<file path="src/rtl/spi_cmd_master_pkg.sv">
// rtl/spi_cmd_master_pkg.sv - shared constants, FSM states and helpers for spi_cmd_master
//
// Contents:
//   CMD_LED / CMD_BOOT   command bytes understood by the shield's command slave
//   FRAME_BYTES/BITS     longest frame the master can send (CMD, ADDR, DATA[31:0])
//   LED_*                bit map of the LED-control operand carried in ADDR
//   state_t              frame sequencer states
//   norm_len             maps a raw LEN request onto the byte count actually sent
//   last_bit_idx         index of the final bit of an N-byte frame
package spi_cmd_master_pkg;

    localparam logic [7:0] CMD_LED  = 8'h01;
    localparam logic [7:0] CMD_BOOT = 8'h02;

    localparam int FRAME_BYTES = 6;
    localparam int FRAME_BITS  = 8 * FRAME_BYTES;

    // LED operand: [1:0] enables {G,R}, [3:2] values {G,R}
    localparam int LED_EN_R  = 0;
    localparam int LED_EN_G  = 1;
    localparam int LED_VAL_R = 2;
    localparam int LED_VAL_G = 3;

    typedef enum logic [2:0] {
        ST_IDLE  = 3'd0,
        ST_SETUP = 3'd1,
        ST_SHIFT = 3'd2,
        ST_HOLD  = 3'd3,
        ST_GAP   = 3'd4
    } state_t;

    // A zero or oversize request means "send the whole frame".
    function automatic logic [2:0] norm_len(input logic [2:0] len, input int max_bytes);
        if (len == 3'd0 || int'(len) > max_bytes) begin
            return 3'(max_bytes);
        end
        return len;
    endfunction

    function automatic logic [5:0] last_bit_idx(input logic [2:0] n_bytes);
        return {n_bytes, 3'b000} - 6'd1;
    endfunction

endpackage

</file>
<file path="src/rtl/spi_cmd_master_if.sv">
// rtl/spi_cmd_master_if.sv - host request/status bundle plus SPI pins for spi_cmd_master
//
// Host side : START, LEN[2:0], CMD[7:0], ADDR[7:0], DATA[31:0] (requests)
//             BUSY, DONE, RDATA[8*MAX_BYTES-1:0]                (status / captured MISO)
// SPI side  : SCLK, MOSI, SS (driven by the master), MISO (driven by the slave)
// modport master : the spi_cmd_master block
// modport slave  : whoever drives requests and the MISO line
interface spi_cmd_master_if #(
    parameter int MAX_BYTES = 6
);
    logic                     START;
    logic [2:0]               LEN;
    logic [7:0]               CMD;
    logic [7:0]               ADDR;
    logic [31:0]              DATA;
    logic                     BUSY;
    logic                     DONE;
    logic [8*MAX_BYTES-1:0]   RDATA;
    logic                     SCLK;
    logic                     MOSI;
    logic                     MISO;
    logic                     SS;

    modport master (
        input  START, LEN, CMD, ADDR, DATA, MISO,
        output BUSY, DONE, RDATA, SCLK, MOSI, SS
    );

    modport slave (
        output START, LEN, CMD, ADDR, DATA, MISO,
        input  BUSY, DONE, RDATA, SCLK, MOSI, SS
    );

endinterface

</file>
<file path="src/rtl/spi_cmd_master_clk_tick.sv">
// rtl/spi_cmd_master_clk_tick.sv - SCLK half-period divider and edge strobes
//
// Ports:
//   CLK, RST_N  system clock, async active-low reset
//   run         divider runs while high; cleared (and SCLK parked low) when low
//   shift_en    SCLK toggles on ticks only while high
//   tick        one CLK pulse at the end of every CLK_DIV-cycle half-period
//   rise_tick   tick on which SCLK goes high
//   fall_tick   tick on which SCLK goes low
//   sclk        registered SPI clock
module spi_cmd_master_clk_tick #(
    parameter int CLK_DIV = 50
) (
    input  logic CLK,
    input  logic RST_N,
    input  logic run,
    input  logic shift_en,
    output logic tick,
    output logic rise_tick,
    output logic fall_tick,
    output logic sclk
);

    logic [7:0] div_cnt;
    logic       sclk_q;

    assign tick      = run && (div_cnt == 8'(CLK_DIV - 1));
    assign rise_tick = tick && shift_en && !sclk_q;
    assign fall_tick = tick && shift_en && sclk_q;
    assign sclk      = sclk_q;

    always_ff @(posedge CLK or negedge RST_N) begin
        if (!RST_N) begin
            div_cnt <= '0;
            sclk_q  <= 1'b0;
        end else if (!run) begin
            div_cnt <= '0;
            sclk_q  <= 1'b0;
        end else if (tick) begin
            div_cnt <= '0;
            if (shift_en) begin
                sclk_q <= ~sclk_q;
            end
        end else begin
            div_cnt <= div_cnt + 8'd1;
        end
    end

endmodule

</file>
<file path="src/rtl/spi_cmd_master.sv">
// rtl/spi_cmd_master.sv - SPI mode-0 master sending one CMD/ADDR/DATA frame per START
//
// Parameters:
//   CLK_DIV    CLK cycles per SCLK half-period (2..255)
//   MAX_BYTES  frame length cap and RDATA width / 8
// Ports:
//   CLK, RST_N  system clock, async active-low reset
//   bus         spi_cmd_master_if.master: START/LEN/CMD/ADDR/DATA in,
//               BUSY/DONE/RDATA out, SCLK/MOSI/SS out, MISO in
// Frame: SETUP (1 half-period) -> SHIFT (16*N) -> HOLD (1) -> GAP (2, SS high).
module spi_cmd_master
    import spi_cmd_master_pkg::*;
#(
    parameter int CLK_DIV   = 50,
    parameter int MAX_BYTES = FRAME_BYTES
) (
    input  logic                CLK,
    input  logic                RST_N,
    spi_cmd_master_if.master    bus
);

    localparam int RW = 8 * MAX_BYTES;

    state_t                  state_q;
    state_t                  state_d;
    logic                    done_set;
    logic                    done_q;
    logic                    ss_q;
    logic [FRAME_BITS-1:0]   tx_sr;
    logic [RW-1:0]           rdata_q;
    logic [5:0]              bit_cnt;
    logic [5:0]              last_bit;
    logic [5:0]              rx_idx;
    logic                    gap_q;
    logic                    start_ok;

    logic                    tick;
    logic                    rise_tick;
    logic                    fall_tick;
    logic                    sclk;

    spi_cmd_master_clk_tick #(
        .CLK_DIV (CLK_DIV)
    ) u_clk_tick (
        .CLK       (CLK),
        .RST_N     (RST_N),
        .run       (state_q != ST_IDLE),
        .shift_en  (state_q == ST_SHIFT),
        .tick      (tick),
        .rise_tick (rise_tick),
        .fall_tick (fall_tick),
        .sclk      (sclk)
    );

    assign start_ok = (state_q == ST_IDLE) && bus.START;

    // bit_cnt counts completed falling edges, so during a rising tick it is
    // the index of the bit being received; first bit lands in RDATA's MSB.
    assign rx_idx = 6'(RW - 1) - bit_cnt;

    always_ff @(posedge CLK or negedge RST_N) begin
        if (!RST_N) begin
            state_q <= ST_IDLE;
        end else begin
            state_q <= state_d;
        end
    end

    always_comb begin
        state_d  = state_q;
        done_set = 1'b0;
        case (state_q)
            ST_IDLE:  if (bus.START) state_d = ST_SETUP;
            ST_SETUP: if (tick) state_d = ST_SHIFT;
            ST_SHIFT: if (fall_tick && bit_cnt == last_bit) state_d = ST_HOLD;
            ST_HOLD:  if (tick) state_d = ST_GAP;
            ST_GAP: begin
                if (tick && gap_q) begin
                    state_d  = ST_IDLE;
                    done_set = 1'b1;
                end
            end
            default:  state_d = ST_IDLE;
        endcase
    end

    // MOSI is the MSB of tx_sr: loading the frame presents bit 47 before the
    // first rising edge, each falling tick shifts the next bit up, and
    // clearing the register at the end of HOLD parks MOSI low.
    always_ff @(posedge CLK or negedge RST_N) begin
        if (!RST_N) begin
            tx_sr    <= '0;
            rdata_q  <= '0;
            bit_cnt  <= '0;
            last_bit <= '0;
            gap_q    <= 1'b0;
            ss_q     <= 1'b1;
            done_q   <= 1'b0;
        end else begin
            done_q <= done_set;
            if (start_ok) begin
                tx_sr    <= {bus.CMD, bus.ADDR, bus.DATA};
                last_bit <= last_bit_idx(norm_len(bus.LEN, MAX_BYTES));
                rdata_q  <= '0;
                bit_cnt  <= '0;
                gap_q    <= 1'b0;
                ss_q     <= 1'b0;
            end
            if (rise_tick) begin
                rdata_q[rx_idx] <= bus.MISO;
            end
            if (fall_tick) begin
                tx_sr   <= tx_sr << 1;
                bit_cnt <= bit_cnt + 6'd1;
            end
            if (state_q == ST_HOLD && tick) begin
                ss_q  <= 1'b1;
                tx_sr <= '0;
            end
            // GAP spans two half-periods; gap_q marks the second one.
            if (state_q == ST_GAP && tick) begin
                gap_q <= ~gap_q;
            end
        end
    end

    assign bus.BUSY  = (state_q != ST_IDLE);
    assign bus.DONE  = done_q;
    assign bus.RDATA = rdata_q;
    assign bus.SCLK  = sclk;
    assign bus.MOSI  = tx_sr[FRAME_BITS-1];
    assign bus.SS    = ss_q;

endmodule

</file>
<file path="src/flat_wrapper.sv">
// flat-port wrapper written by rule: the top's interface ports become plain ports
module spi_cmd_master_flat import spi_cmd_master_pkg::*;
#(
    parameter int CLK_DIV   = 50,
    parameter int MAX_BYTES = FRAME_BYTES
)
  (CLK, RST_N, bus_START, bus_LEN, bus_CMD, bus_ADDR, bus_DATA, bus_MISO, bus_BUSY, bus_DONE, bus_RDATA, bus_SCLK, bus_MOSI, bus_SS);
  spi_cmd_master_if #(.MAX_BYTES(MAX_BYTES)) bus_i ();
  input  logic CLK;
  input  logic RST_N;
  input wire logic [$bits(bus_i.START)-1:0] bus_START;
  input wire logic [$bits(bus_i.LEN)-1:0] bus_LEN;
  input wire logic [$bits(bus_i.CMD)-1:0] bus_CMD;
  input wire logic [$bits(bus_i.ADDR)-1:0] bus_ADDR;
  input wire logic [$bits(bus_i.DATA)-1:0] bus_DATA;
  input wire logic [$bits(bus_i.MISO)-1:0] bus_MISO;
  output wire logic [$bits(bus_i.BUSY)-1:0] bus_BUSY;
  output wire logic [$bits(bus_i.DONE)-1:0] bus_DONE;
  output wire logic [$bits(bus_i.RDATA)-1:0] bus_RDATA;
  output wire logic [$bits(bus_i.SCLK)-1:0] bus_SCLK;
  output wire logic [$bits(bus_i.MOSI)-1:0] bus_MOSI;
  output wire logic [$bits(bus_i.SS)-1:0] bus_SS;
  assign bus_i.START = bus_START;
  assign bus_i.LEN = bus_LEN;
  assign bus_i.CMD = bus_CMD;
  assign bus_i.ADDR = bus_ADDR;
  assign bus_i.DATA = bus_DATA;
  assign bus_i.MISO = bus_MISO;
  assign bus_BUSY = bus_i.BUSY;
  assign bus_DONE = bus_i.DONE;
  assign bus_RDATA = bus_i.RDATA;
  assign bus_SCLK = bus_i.SCLK;
  assign bus_MOSI = bus_i.MOSI;
  assign bus_SS = bus_i.SS;
  spi_cmd_master #(.CLK_DIV(CLK_DIV), .MAX_BYTES(MAX_BYTES)) u_core (.CLK(CLK), .RST_N(RST_N), .bus(bus_i));
endmodule
</file>
<file path="config.mk">
export PLATFORM = sky130hd
export DESIGN_NAME = spi_cmd_master_flat
export DESIGN_NICKNAME = d
export VERILOG_FILES = /design/src/rtl/spi_cmd_master_pkg.sv /design/src/rtl/spi_cmd_master_if.sv /design/src/rtl/spi_cmd_master_clk_tick.sv /design/src/rtl/spi_cmd_master.sv /design/src/flat_wrapper.sv
export SDC_FILE = /design/constraint.sdc
export NUM_CORES = 1
export LEC_CHECK = 0
export ABC_AREA = 1
export ABC_CLOCK_PERIOD_IN_PS = 2000
export CAP_MARGIN = 20
export CORE_ASPECT_RATIO = 0.5
export CORE_MARGIN = 2
export CORE_UTILIZATION = 50
export DETAILED_ROUTE_END_ITERATION = 16
export PLACE_DENSITY = 0.78
export SLEW_MARGIN = 15
export SYNTH_ARGS = -nofsm -noshare
export SYNTH_HDL_FRONTEND = slang
export SYNTH_HIERARCHICAL = 1
export SYNTH_SLANG_ARGS = --single-unit
</file>
<file path="constraint.sdc">
create_clock -name CLK -period 2 [get_ports CLK]
set_input_delay 0.5 -clock CLK [delete_from_list [all_inputs] [get_ports CLK]]
set_output_delay 0.5 -clock CLK [all_outputs]
set_load 0.01 [all_outputs]
</file>
## Word level (Yosys, flattened, before mapping)

Index checks and enable logic that the tools add are counted.

- Add/subtract/negate cells: 4
- Order comparisons: 3
- Mux-type cells: 31
- Reduce and logical (&&, ||, !) cells: 21
- Equality and inequality tests: 13
- Bitwise gates (word level): 2

Operators with widths:

| operator | count |
|---|---|
| 2-to-1 mux 48 bit | 5 |
| bitwise mux 48 bit | 1 |
| 2-to-1 mux 3 bit | 8 |
| 2-to-1 mux 8 bit | 2 |
| one-hot mux 3 bit (5 select lines) | 1 |
| 2-to-1 mux 6 bit | 2 |
| inequality test 2 x 1 -> 1 bit, second input constant | 6 |
| 2-to-1 mux 1 bit | 11 |
| logical AND 1 bit | 10 |
| adder 8 x 1 -> 8 bit, second input constant | 1 |
| == test 8 x 6 -> 1 bit, second input constant | 1 |
| < comparator 6 x 7 -> 1 bit, second input constant | 1 |
| adder 6 x 1 -> 6 bit, second input constant | 1 |
| demux 1 bit (select 6 bit) | 1 |
| == test 3 x 2 -> 1 bit, second input constant | 2 |
| == test 6 bit | 1 |
| >= comparator 6 x 1 -> 1 bit, second input constant | 1 |
| zero test 3 bit | 2 |
| nonzero test 2 bit | 3 |
| nonzero test 3 bit | 2 |
| subtractor 6 x 1 -> 6 bit, second input constant | 1 |
| subtractor 6 bit, first input constant | 1 |
| AND reduction 5 bit | 1 |
| == test 3 x 1 -> 1 bit, second input constant | 1 |
| other kinds (7) | 8 |

- Input bits: 55
- Output and inout bits: 53
- Flip-flop bits (word level): 123
- Logic and storage cells: 84

## Depth between registers and ports, before layout

Gate-level depths: netlist of run 1.

- Depth in word-level cells: 7
- Depth in mapped cells: 14
- Gate-level depth less buffers: 13

## Modules after synthesis

Netlist of run 1, hierarchy kept.

By module, submodules not included:

| module | area an instance (µm²) | times used | sequential area each (µm²) | cells each |
|---|---|---|---|---|
| spi_cmd_master | 5310.1 | 1 | 2803.9 | 634 |
| spi_cmd_master_clk_tick | 495.5 | 1 | 225.2 | 69 |

## Worst setup path before layout of run 1

No wires, ideal clock.

- Path kind: reg2reg
- Start: reg u_core.state_q[2]
- End: reg u_core.tx_sr[37]
- Data required time: 1.870 ns
- Path buffers: 3
- Library setup time: 0.130 ns
- Setup slack: 0.132 ns
- Stages on the path, launching flop included: 12
- Clock period less this slack: 1.868 ns
- Data arrival time: 1.738 ns
- Cell sequence: dfrtp_1 nor2_2 nand2_1 nand2_1 nor2_1 buf_2 inv_2 buf_2 nand2_1 buf_2 nand3_1 o21ai_0

- Longest elaborated chain between the ends: 6
- Elaborated cells on any way between the ends: 12
- Classes of those cells: 2 x eq/ne; 2 x mux; 8 x reduce/logical

RTL lines:

| item | RTL line | RTL |
|---|---|---|
| start, declared | spi_cmd_master.sv:24 | `state_t state_q;` |
| start signal, assigned | spi_cmd_master.sv:65 | `state_q <= state_d;` |
| nonzero test 3 bit * | - |  |
| named net bus_BUSY | flat_wrapper.sv:17 | `output wire logic [$bits(bus_i.BUSY)-1:0] bus_BUSY;` |
| logical AND 1 bit * | spi_cmd_master_clk_tick.sv:27 | `assign tick = run && (div_cnt == 8'(CLK_DIV - 1));` |
| logical AND 1 bit * (2 in a row) | spi_cmd_master_clk_tick.sv:29 | `assign fall_tick = tick && shift_en && sclk_q;` |
| named net u_core.fall_tick | spi_cmd_master.sv:39 | `logic fall_tick;` |
| 2-to-1 mux 48 bit | spi_cmd_master.sv:112 | `if (fall_tick) begin` |
| 2-to-1 mux 48 bit | spi_cmd_master.sv:116 | `if (state_q == ST_HOLD && tick) begin` |
| end signal, assigned | spi_cmd_master.sv:102 | `tx_sr <= {bus.CMD, bus.ADDR, bus.DATA};` |
| end signal, assigned | spi_cmd_master.sv:113 | `tx_sr <= tx_sr << 1;` |
| end, declared | spi_cmd_master.sv:29 | `logic [FRAME_BITS-1:0] tx_sr;` |

Mark *: on every way through the listed nets, which the timed path passes. The rest lies on a longest branch.
A chain may end at the register's enable or synchronous reset.

## Final worst setup path of run 1

- Start: reg u_core.ss_q, in the netlist u_core/bus.SS
- End: out bus_SS

RTL lines:

| item | RTL line | RTL |
|---|---|---|
| start, declared | spi_cmd_master.sv:28 | `logic ss_q;` |
| start signal, assigned | spi_cmd_master.sv:97 | `ss_q <= 1'b1;` |
| start signal, assigned | spi_cmd_master.sv:107 | `ss_q <= 1'b0;` |
| start signal, assigned | spi_cmd_master.sv:117 | `ss_q <= 1'b1;` |
| end, declared | flat_wrapper.sv:22 | `output wire logic [$bits(bus_i.SS)-1:0] bus_SS;` |

No word-level cell between the ends.

==> results of run 1 <==
flip-flops by register name, summed over array words and instances, names as in the netlist, 3 cells and up:
| register | flops |
|---|---|
| u_core/bit_cnt | 6 |
| u_core/bus.RDATA | 48 |
| u_core/last_bit | 4 |
| u_core/state_q | 3 |
| u_core/tx_sr | 48 |
| u_core/u_clk_tick/div_cnt | 8 |
worst min-delay path by stage:
stage,from,end,depth (start not counted)
finish,RST_N,u_core/tx_sr[34],1
global route,RST_N,u_core/tx_sr[23],1
CTS,RST_N,u_core/tx_sr[22],1
detailed placement,RST_N,u_core/tx_sr[34],1
global placement,RST_N,u_core/tx_sr[33],1
floorplan,RST_N,u_core/bit_cnt[0],0
synth_stat cells (4+ instances only):
library cell | instances | area, sq um
buf_4 | 4 | 30.0
o221ai_1 | 8 | 70.1
a21oi_1 | 6 | 30.0
o21ai_0 | 117 | 586
nand4_1 | 11 | 68.8
o21ai_1 | 17 | 85.1
nor3_2 | 4 | 40.0
clkbuf_1 | 17 | 63.8
nand2_1 | 144 | 541
inv_1 | 78 | 293
buf_2 | 16 | 80.1
nor3_1 | 5 | 25.0
nand3_1 | 98 | 490
ha_1 | 4 | 50.1
nor2_1 | 29 | 109
dfrtp_1 | 120 | 3000
report_power, final:
part | switching (uW) | internal (uW) | total [uW]
registers | 32.1 | 2500 | 2530
clock network | 1100 | 2070 | 3170
logic | 173 | 229 | 402
total | 1310 | 4800 | 6100
timing repair:
| action | 4_1_cts | 5_1_grt |
|---|---|---|
| endpoints found under the setup margin | 22 | 95 |
| hold buffers | 0 | 0 |
| setup buffers | 2 | 4 |
| resized for setup | 3 | 20 |
| pin swaps | 1 | 3 |
| cloned | 0 | 1 |
cells by family after synthesis:
logic type | after synthesis
DFF | 121
buffers and inverters | 120
and+or+nand+nor | 302
adders and majority gates | 4
AOI/OAI and AO/OA | 152
xor gates and xnor gates | 4
worst register-to-register path, stage by stage, from the launching register on:
cell     delay (ns)
dfrtp_1        0.38
inv_1          0.06
ha_2           0.17
nand2_1        0.07
nor2_1         0.09
nand2_1        0.10
nor2_2         0.15
buf_4          0.15
inv_1          0.05
nand3_2        0.08
nand2_1        0.08
a21oi_2        0.22
nand2_1        0.07
nand2_1        0.07
nand2_1        0.06
per-layer routing:
| metal | routed length, microns | GRT usage, % | share of wire (%) |
|---|---|---|---|
| met3 | 1110 | 5.61 | 7.1 |
| met1 | 6890 | 34.4 | 44 |
| met5 | 0 | 0 | 0 |
| met4 | 314 | 9.54 | 2.0 |
| met2 | 7450 | 39.3 | 47 |
area by class of cell:
type | count | area (sq um)
sequential | 121 | 3030
clock inverter | 13 | 178
inverter | 80 | 300
multi-input combinational | 462 | 2350
tap | 145 | 181
clock buffer | 18 | 429
timing repair buffer | 137 | 1430
fill | 818 | 3250
through the flow:
stage               std cells  cell area [sq um]
floorplan                 703               5810
global placement          938               7160
detailed placement        938               7160
CTS                       971               7780
global route              976               7900
finish                    976               7900
==> impl_metrics.yaml, run 1 <==
outcome:
  outcome: "finished clean"
worst_setup_path:
  path_cells: "clkdlybuf4s50_1"
  cp_slowest_stage_delay_ns: 0.53
  arrival_ns: 1.47
  worst-path-max-fanout: 2
  end_kind: "primary output"
  required_ns: 1.50
  worstRegToRegCells: 14
  path_depth: 1
  r2r_start: "u_core/u_clk_tick/div_cnt[1]"
  critPathLaunchType: "register"
  reg2reg_slack_ns: 0.07
  cp-endpoint: "bus_SS"
  critical_path_class: "reg2out"
  rr_endpoint: "u_core/state_q[1]"
  path_buf_inv: 1
  cp_top_family: "flip-flops"
  cp-startpoint: "u_core/bus.SS"
  critPathSlowestCell: "dfstp_2"
grt:
  grt.total_usage_pct: 25.1
  grt_start_max_net_pins: 86
  grt_first_pass_wirelength_microns: 24600
  grt_antenna_before_repair: 0
  gr-total-overflow: 0
  grt_pass1_vias: 5028
floorplanning:
  ios: 108
  rows: 27
  coreArea_sq_um: 11100
  die_h_microns: 80.2
  start_util_pct: 52.1
  die-area_sq_um: 12500
  die_w_microns: 156
cells_and_area:
  layout.nets: 878
  final_util_pct: 70.8
  antenna_cells: 0
  mostFrequentLayoutCell: "nand2_1"
  final_cell_mix: "142 x nand2_1, 118 x dfrtp_1, 115 x o21ai_0"
  areaGrowthSynthToFinish_pct: 36.0
  drive_gt1_share_pct: 11.2
placed_design:
  dp_slack_ns: -0.0575
  dp_hpwl_microns: 9560
  gp_congestion: 0.835
  port_buffers: 107
timing:
  fin_skew_ns: 0.00661
  final-hold-violation-count: 0
  fin_crit_ns: 1.97
  setup_viol_count_final: 0
  final.setup.tns_ns: 0
  report.final.slew_viol_count: 0
  holdWs_ns: 0.00232
  fmax_mhz: 509
  setup_ws_ns: 0.0343
  tightest_slew_ns: 0.548
  slew_headroom_pct: 63.4
  finalCritPeriodShare_pct: 98.3
  rsz0062_at_grt: "true"
power_and_ir_drop:
  p_leak_uw: 0.00361
  peakVddDrop_mv: 0.505
  p_total_uw: 6100
  p_per_area_nw_per_um2: 773
drt:
  postRouteAntennaNets: 0
  post-route-drc-count: 0
  route.vias.total: 5496
  wirelength_microns: 15800
  dr.pass1.iters: 7
  via_per_inst: 5.63
  detail_route.wl_per_cell_microns: 16.2
  drt_iter0_drc: 477
synth:
  synthXorXnorAreaFrac_pct: 0.603
  synth_cell_types: 28
  synth_cells: 703
  avgSynthCellArea_sq_um: 8.26
  synth_top_family_by_area: "simple AND/OR/NAND/NOR gates"
  synth_nets: 762
  yosys.area_share.simple_pct: 24.2
  synth_edf_count: 0
  synth-seq-cells: 121
  yosys.area_share.adder_pct: 0.862
  ys_seq_area_share_pct: 52.2
  synthMuxAreaShare_pct: 0
  syn_area_sq_um: 5810
  async_reset_ff_share_pct: 100
  ys_warn_count: 6
  synth_top_flop_cell: "dfrtp_1"
  synth_compound_area_share_pct: 13.8
run:
  drv_cap: 0
worst_hold_path:
  hp-class: "in2async"
cts:
  clkLatencyLatePin_ns: 0.41
  clock_path_buffers: 2
  clock_sinks: 121
  h-tree-depth: 4
  clkTransAtPathRegs_ns: 0.05
  cts-root-buf: "clkbuf_16"
  cts_tree: "built"
  cts_buffers: 17
(Power assumes the default switching activity.)
==> run 2: changes to the inputs <==
--- a/config.mk
+++ b/config.mk
@@ -12,7 +12,9 @@
 export CORE_MARGIN = 2
 export CORE_UTILIZATION = 50
 export DETAILED_ROUTE_END_ITERATION = 16
-export PLACE_DENSITY = 0.78
+export GPL_TIMING_DRIVEN = 0
+export PLACE_DENSITY = 0.77
+export SKIP_LAST_GASP = 1
 export SLEW_MARGIN = 15
 export SYNTH_ARGS = -nofsm -noshare
 export SYNTH_HDL_FRONTEND = slang
==> impl_metrics.yaml, run 2 (same netlist as run 1, synthesis figures left out) <==
worst_setup_path:
  path_cells: "nor3_4 > inv_1 > nor2_2 > nand3_2 > inv_2 > inv_2 > nor4_4 > buf_6 > nand2_1 > nand3_1 > o21ai_1"
  critPathLaunchType: "register"
  arrival_ns: 2.34
  critical_path_class: "reg2reg"
  required_ns: 2.29
  worst-path-max-fanout: 8
  r2r_start: "u_core/state_q[2]"
  cp-startpoint: "u_core/state_q[2]"
  end_kind: "register"
  critPathSlowestCell: "dfrtp_2"
  crit_path_frequent_cell: "inv_2"
  cp_slowest_stage_delay_ns: 0.45
power_and_ir_drop:
  p_clk_share_pct: 49.7
  comb_power_share_pct: 6.9
  p_seq_share_pct: 43.5
  peakVddDrop_mv: 0.569
  sw_frac_of_total_pct: 23.4
  p_per_area_nw_per_um2: 723
  internal_power_uw: 4460
  p_total_uw: 5830
  p_leak_uw: 0.00365
  switchingPower_uw: 1360
cells_and_area:
  final_cell_mix: "137 x nand2_1, 117 x dfrtp_1, 104 x clkdlybuf4s50_1"
  layout.nets: 909
  seq_area_sq_um: 3030
  antenna_cells: 0
  mostFrequentLayoutCell: "nand2_1"
  multi_input_area_sq_um: 2420
  final_util_pct: 72.3
  nFillCells: 838
  areaGrowthSynthToFinish_pct: 38.8
  drive_gt1_share_pct: 14.0
  final_cell_count_no_fill: 1008
outcome:
  outcome: "complete, but fails checks"
  violations: "setup timing"
floorplanning:
  coreArea_sq_um: 11100
  die_h_microns: 80.2
  die-area_sq_um: 12500
  rows: 27
  die_w_microns: 156
  start_util_pct: 52.1
  ios: 108
grt:
  grt.total_usage_pct: 25.9
  grt_start_max_net_pins: 82
  gr-total-overflow: 0
  grt_pass1_vias: 5187
  grt_first_pass_wirelength_microns: 25200
  grt_antenna_before_repair: 0
timing:
  report.final.slew_viol_count: 0
  fmax_mhz: 487
  rsz0062_at_grt: "true"
  fin_crit_ns: 2.05
  setup_viol_count_final: 7
  final.setup.tns_ns: -0.103
  tightest_slew_ns: 1.05
  slew_headroom_pct: 29.2
  setup_ws_ns: -0.0548
  fin_skew_ns: 0.00908
  finalCritPeriodShare_pct: 103
  final-hold-violation-count: 0
drt:
  wirelength_microns: 15800
  via_per_inst: 5.56
  post-route-drc-count: 0
  postRouteAntennaNets: 0
  route.vias.total: 5605
  detail_route.wl_per_cell_microns: 15.6
  dr.pass1.iters: 5
  drt_iter0_drc: 468
placed_design:
  dp_cells: 956
  gp_congestion: 0.830
  dp_hpwl_microns: 10100
  port_buffers: 107
cts:
  cts-root-buf: "clkbuf_16"
  h-tree-depth: 4
  cts_buffers: 17
  cts_tree: "built"
  clkLatencyLatePin_ns: 0.42
  clock_sinks: 121
  clkTransAtPathRegs_ns: 0.06
  clock_path_buffers: 2
worst_hold_path:
  hold_start: "u_core/bus.SS"
  hp-class: "reg2reg"
run:
  drv_cap: 0
==> run 2: changes by cell type in the layout (fill, tap and decap cells not counted), sizes merged <==
cell | before | now
clkinvlp | 2 | 6
clkdlybuf4s50 | 105 | 104
clkbuf | 19 | 32
dlymetal6s2s | 0 | 1
dlygate4sd3 | 0 | 1
bufinv | 4 | 1
buf | 30 | 47
==> run 2: worst paths after layout <==
check	cells past startpoint	slack [ns]	endpoint
worst min-delay path	2	0.47	u_core/bus.SS
worst max-delay path	11	-0.05	u_core/bus.RDATA[31]
worst min register to register	2	0.47	u_core/bus.SS
max in group asynchronous	3	0.69	u_core/u_clk_tick/div_cnt[0]
min in group asynchronous	2	0.56	u_core/tx_sr[34]
worst max register to register	11	-0.05	u_core/bus.RDATA[31]
==> run 2: layout make-up <==
class | instances | area share, %
sequential | 121 | 37.7
multi-input combinational | 462 | 30.0
timing repair buffer | 128 | 16.0
clock buffer | 18 | 5.45
inverter | 80 | 3.76
buffer | 40 | 3.31
tap | 145 | 2.25
clock inverter | 14 | 1.55
==> run 2: critical path, delay by kind of cell (launching register included) <==
kind | cells | cell delay [ns]
AND/OR/NAND/NOR | 6 | 0.93
flip-flops | 1 | 0.45
buffers and inverters | 4 | 0.45
AO/OA/AOI/OAI | 1 | 0.08
==> run 2: layer usage <==
metal / wire, microns / track usage (%) / vias to the layer above
li1: - / - / 2647
met1: 6920 / 35.7 / 2685
met2: 7430 / 41.5 / 249
met3: 1190 / 5.18 / 24
met4: 236 / 8.62 / 0
met5: 0 / 0 / -
==> run 2: power groups by stage <==
stage / logic (uW) / clock network [uW] / registers, uW
final: 400 / 2900 / 2530
after global routing: 441 / 3050 / 2540
after CTS: 402 / 2940 / 2530
after detailed placement: 397 / 0 / 2580
after global placement: 384 / 0 / 2580
after floorplan: 85.8 / 0 / 2590
==> run 2: through the flow <==
step                      area (sq um)  hold slack, ns  setup slack [ns]
after floorplan                   5810           0.204             0.132
after global placement            7060           0.456             -4.26
after CTS                         7830           0.469           -0.0101
after detailed placement          7090           0.440            -0.357
after global routing              8060           0.505            -0.119
final                             8060           0.467           -0.0548
==> run 2: timing repair <==
| item | 4_1_cts | 5_1_grt |
|---|---|---|
| hold endpoints to repair | 21 | 0 |
| setup endpoints to repair | 102 | 105 |
| hold buffers | 1 | 0 |
| setup buffers | 9 | 10 |
| resized for setup | 37 | 62 |
| pin swaps | 5 | 16 |
==> run 3: changes to the inputs <==
--- a/config.mk
+++ b/config.mk
@@ -6,7 +6,7 @@
 export NUM_CORES = 1
 export LEC_CHECK = 0
 export ABC_AREA = 1
-export ABC_CLOCK_PERIOD_IN_PS = 2000
+export ABC_CLOCK_PERIOD_IN_PS = 2200
 export CAP_MARGIN = 20
 export CORE_ASPECT_RATIO = 0.5
 export CORE_MARGIN = 2
==> constraint.sdc (replaced) <==
create_clock -name CLK -period 2.2 [get_ports CLK]
set_input_delay 0.55 -clock CLK [delete_from_list [all_inputs] [get_ports CLK]]
set_output_delay 0.55 -clock CLK [all_outputs]
set_load 0.01 [all_outputs]
==> impl_metrics.yaml, run 3 (same netlist as run 1, synthesis figures left out) <==
outcome:
  outcome: "finished clean"
cts:
  cts-root-buf: "clkbuf_16"
  clock_sinks: 121
  cts_tree: "built"
  clkTransAtPathRegs_ns: 0.06
  h-tree-depth: 4
  cts_buffers: 17
  clkLatencyLatePin_ns: 0.42
  clock_path_buffers: 2
cells_and_area:
  areaGrowthSynthToFinish_pct: 35.9
  design_area_sq_um: 7890
  final_cell_mix: "141 x nand2_1, 117 x dfrtp_1, 116 x o21ai_0"
  layout.nets: 902
  antenna_cells: 0
  mostFrequentLayoutCell: "nand2_1"
  drive_gt1_share_pct: 12.0
  nFillCells: 880
floorplanning:
  coreArea_sq_um: 11100
  die-area_sq_um: 12500
  rows: 27
  start_util_pct: 52.1
  die_h_microns: 80.2
  ios: 108
  die_w_microns: 156
drt:
  via_per_inst: 5.51
  post-route-drc-count: 0
  route.vias.total: 5519
  drt_iter0_drc: 431
  postRouteAntennaNets: 0
  wirelength_microns: 15300
  dr.pass1.iters: 5
  detail_route.wl_per_cell_microns: 15.3
worst_setup_path:
  cp-startpoint: "u_core/u_clk_tick/div_cnt[1]"
  critical_path_class: "reg2reg"
  worstRegToRegCells: 12
  path_buf_inv: 5
  critPathLaunchType: "register"
  end_kind: "register"
  reg2reg_slack_ns: 0.11
  cp_top_family: "buffers and inverters"
  cp-endpoint: "u_core/tx_sr[14]"
  r2r_start: "u_core/u_clk_tick/div_cnt[1]"
  worst-path-max-fanout: 10
  path_cells: "inv_1 > ha_1 > nand2_1 > nor2_2 > nand2_1 > nor2_2 > buf_4 > inv_2 > buf_4 > buf_2 > nand4_1 > o221ai_1"
  rr_endpoint: "u_core/tx_sr[14]"
  required_ns: 2.48
  arrival_ns: 2.37
  path_depth: 12
  critPathSlowestCell: "dfrtp_1"
  cp_slowest_stage_delay_ns: 0.40
power_and_ir_drop:
  p_clk_share_pct: 49.6
  p_leak_uw: 0.00359
  p_total_uw: 5290
  sw_frac_of_total_pct: 23.3
  p_seq_share_pct: 43.5
  comb_power_share_pct: 6.8
  peakVddDrop_mv: 0.516
  p_per_area_nw_per_um2: 670
  switchingPower_uw: 1230
  internal_power_uw: 4060
placed_design:
  dp_hpwl_microns: 10100
  placed_area_sq_um: 7090
  port_buffers: 107
  gp_congestion: 0.830
timing:
  report.final.slew_viol_count: 0
  fin_skew_ns: 0.0107
  finalCritPeriodShare_pct: 95.1
  tightest_slew_ns: 0.929
  rsz0062_at_grt: "true"
  final-hold-violation-count: 0
  holdWs_ns: 0.0342
  slew_headroom_pct: 37.6
  fmax_mhz: 478
  setup_viol_count_final: 0
  final.setup.tns_ns: 0
  fin_crit_ns: 2.09
grt:
  grt_first_pass_wirelength_microns: 24800
  gr-total-overflow: 0
  grt.total_usage_pct: 25.4
  grt_start_max_net_pins: 82
  grt_pass1_vias: 5108
  grt_antenna_before_repair: 0
worst_hold_path:
  hp-class: "in2async"
run:
  drv_cap: 0
run 3: cell count changes in the layout (fill, tap and decap cells not counted), sizes merged:
cell,before,now
buf,47,38
clkbuf,32,35
clkdlybuf4s50,104,105
dlygate4sd2,1,0
dlygate4sd3,1,0
run 3: worst min-delay path by stage:
stage | cells after the start | slack [ns] | endpoint
floorplan | 0 | 0.25 | u_core/bit_cnt[0]
global placement | 2 | 0.46 | u_core/bus.SS
detailed placement | 2 | 0.46 | u_core/bus.SS
CTS | 1 | 0.04 | u_core/tx_sr[34]
global route | 1 | 0.07 | u_core/tx_sr[35]
finish | 1 | 0.03 | u_core/tx_sr[34]
run 3: per-stage QoR:
step           util (%)  instances  setup slack, ns
2_1_floorplan         -        703            0.332
3_3_place_gp       63.3        955            -4.11
3_5_place_dp       63.6        956           -0.157
4_1_cts            69.0        990          -0.0147
5_1_grt            70.8       1001          -0.0736
6_report           70.8       1001            0.109
run 3: final cells by class:
| type | instances | area (sq um) | share of cell area (%) |
|---|---|---|---|
| Sequential cell | 121 | 3030 | 38.4 |
| Multi-Input combinational cell | 462 | 2340 | 29.7 |
| Clock inverter | 14 | 125 | 1.59 |
| Clock buffer | 18 | 439 | 5.57 |
| Tap cell | 145 | 181 | 2.30 |
| Timing Repair Buffer | 121 | 1230 | 15.6 |
| Buffer | 40 | 235 | 2.98 |
| Inverter | 80 | 300 | 3.81 |
run 3: power groups by stage:
stage	registers (uW)	clock network [uW]	logic (uW)
4_1_cts	2300	2670	364
5_1_grt	2310	2780	399
3_3_place_gp	2340	0	349
2_1_floorplan	2360	0	78.0
6_report	2300	2620	361
3_5_place_dp	2340	0	361
run 3: what timing repair did:
item	in CTS	in global routing
hold buffers	0	0
pin swaps	2	5
endpoints found under the setup margin	84	102
gates resized for setup	11	42
buffers inserted	2	11
run 3: per-layer routing:
metal,track usage [%],vias up,wire (microns)
met5,0,-,0
met4,9.54,0,203
met3,4.32,19,1130
met2,40.7,241,7200
met1,35.1,2641,6780
li1,-,2618,-
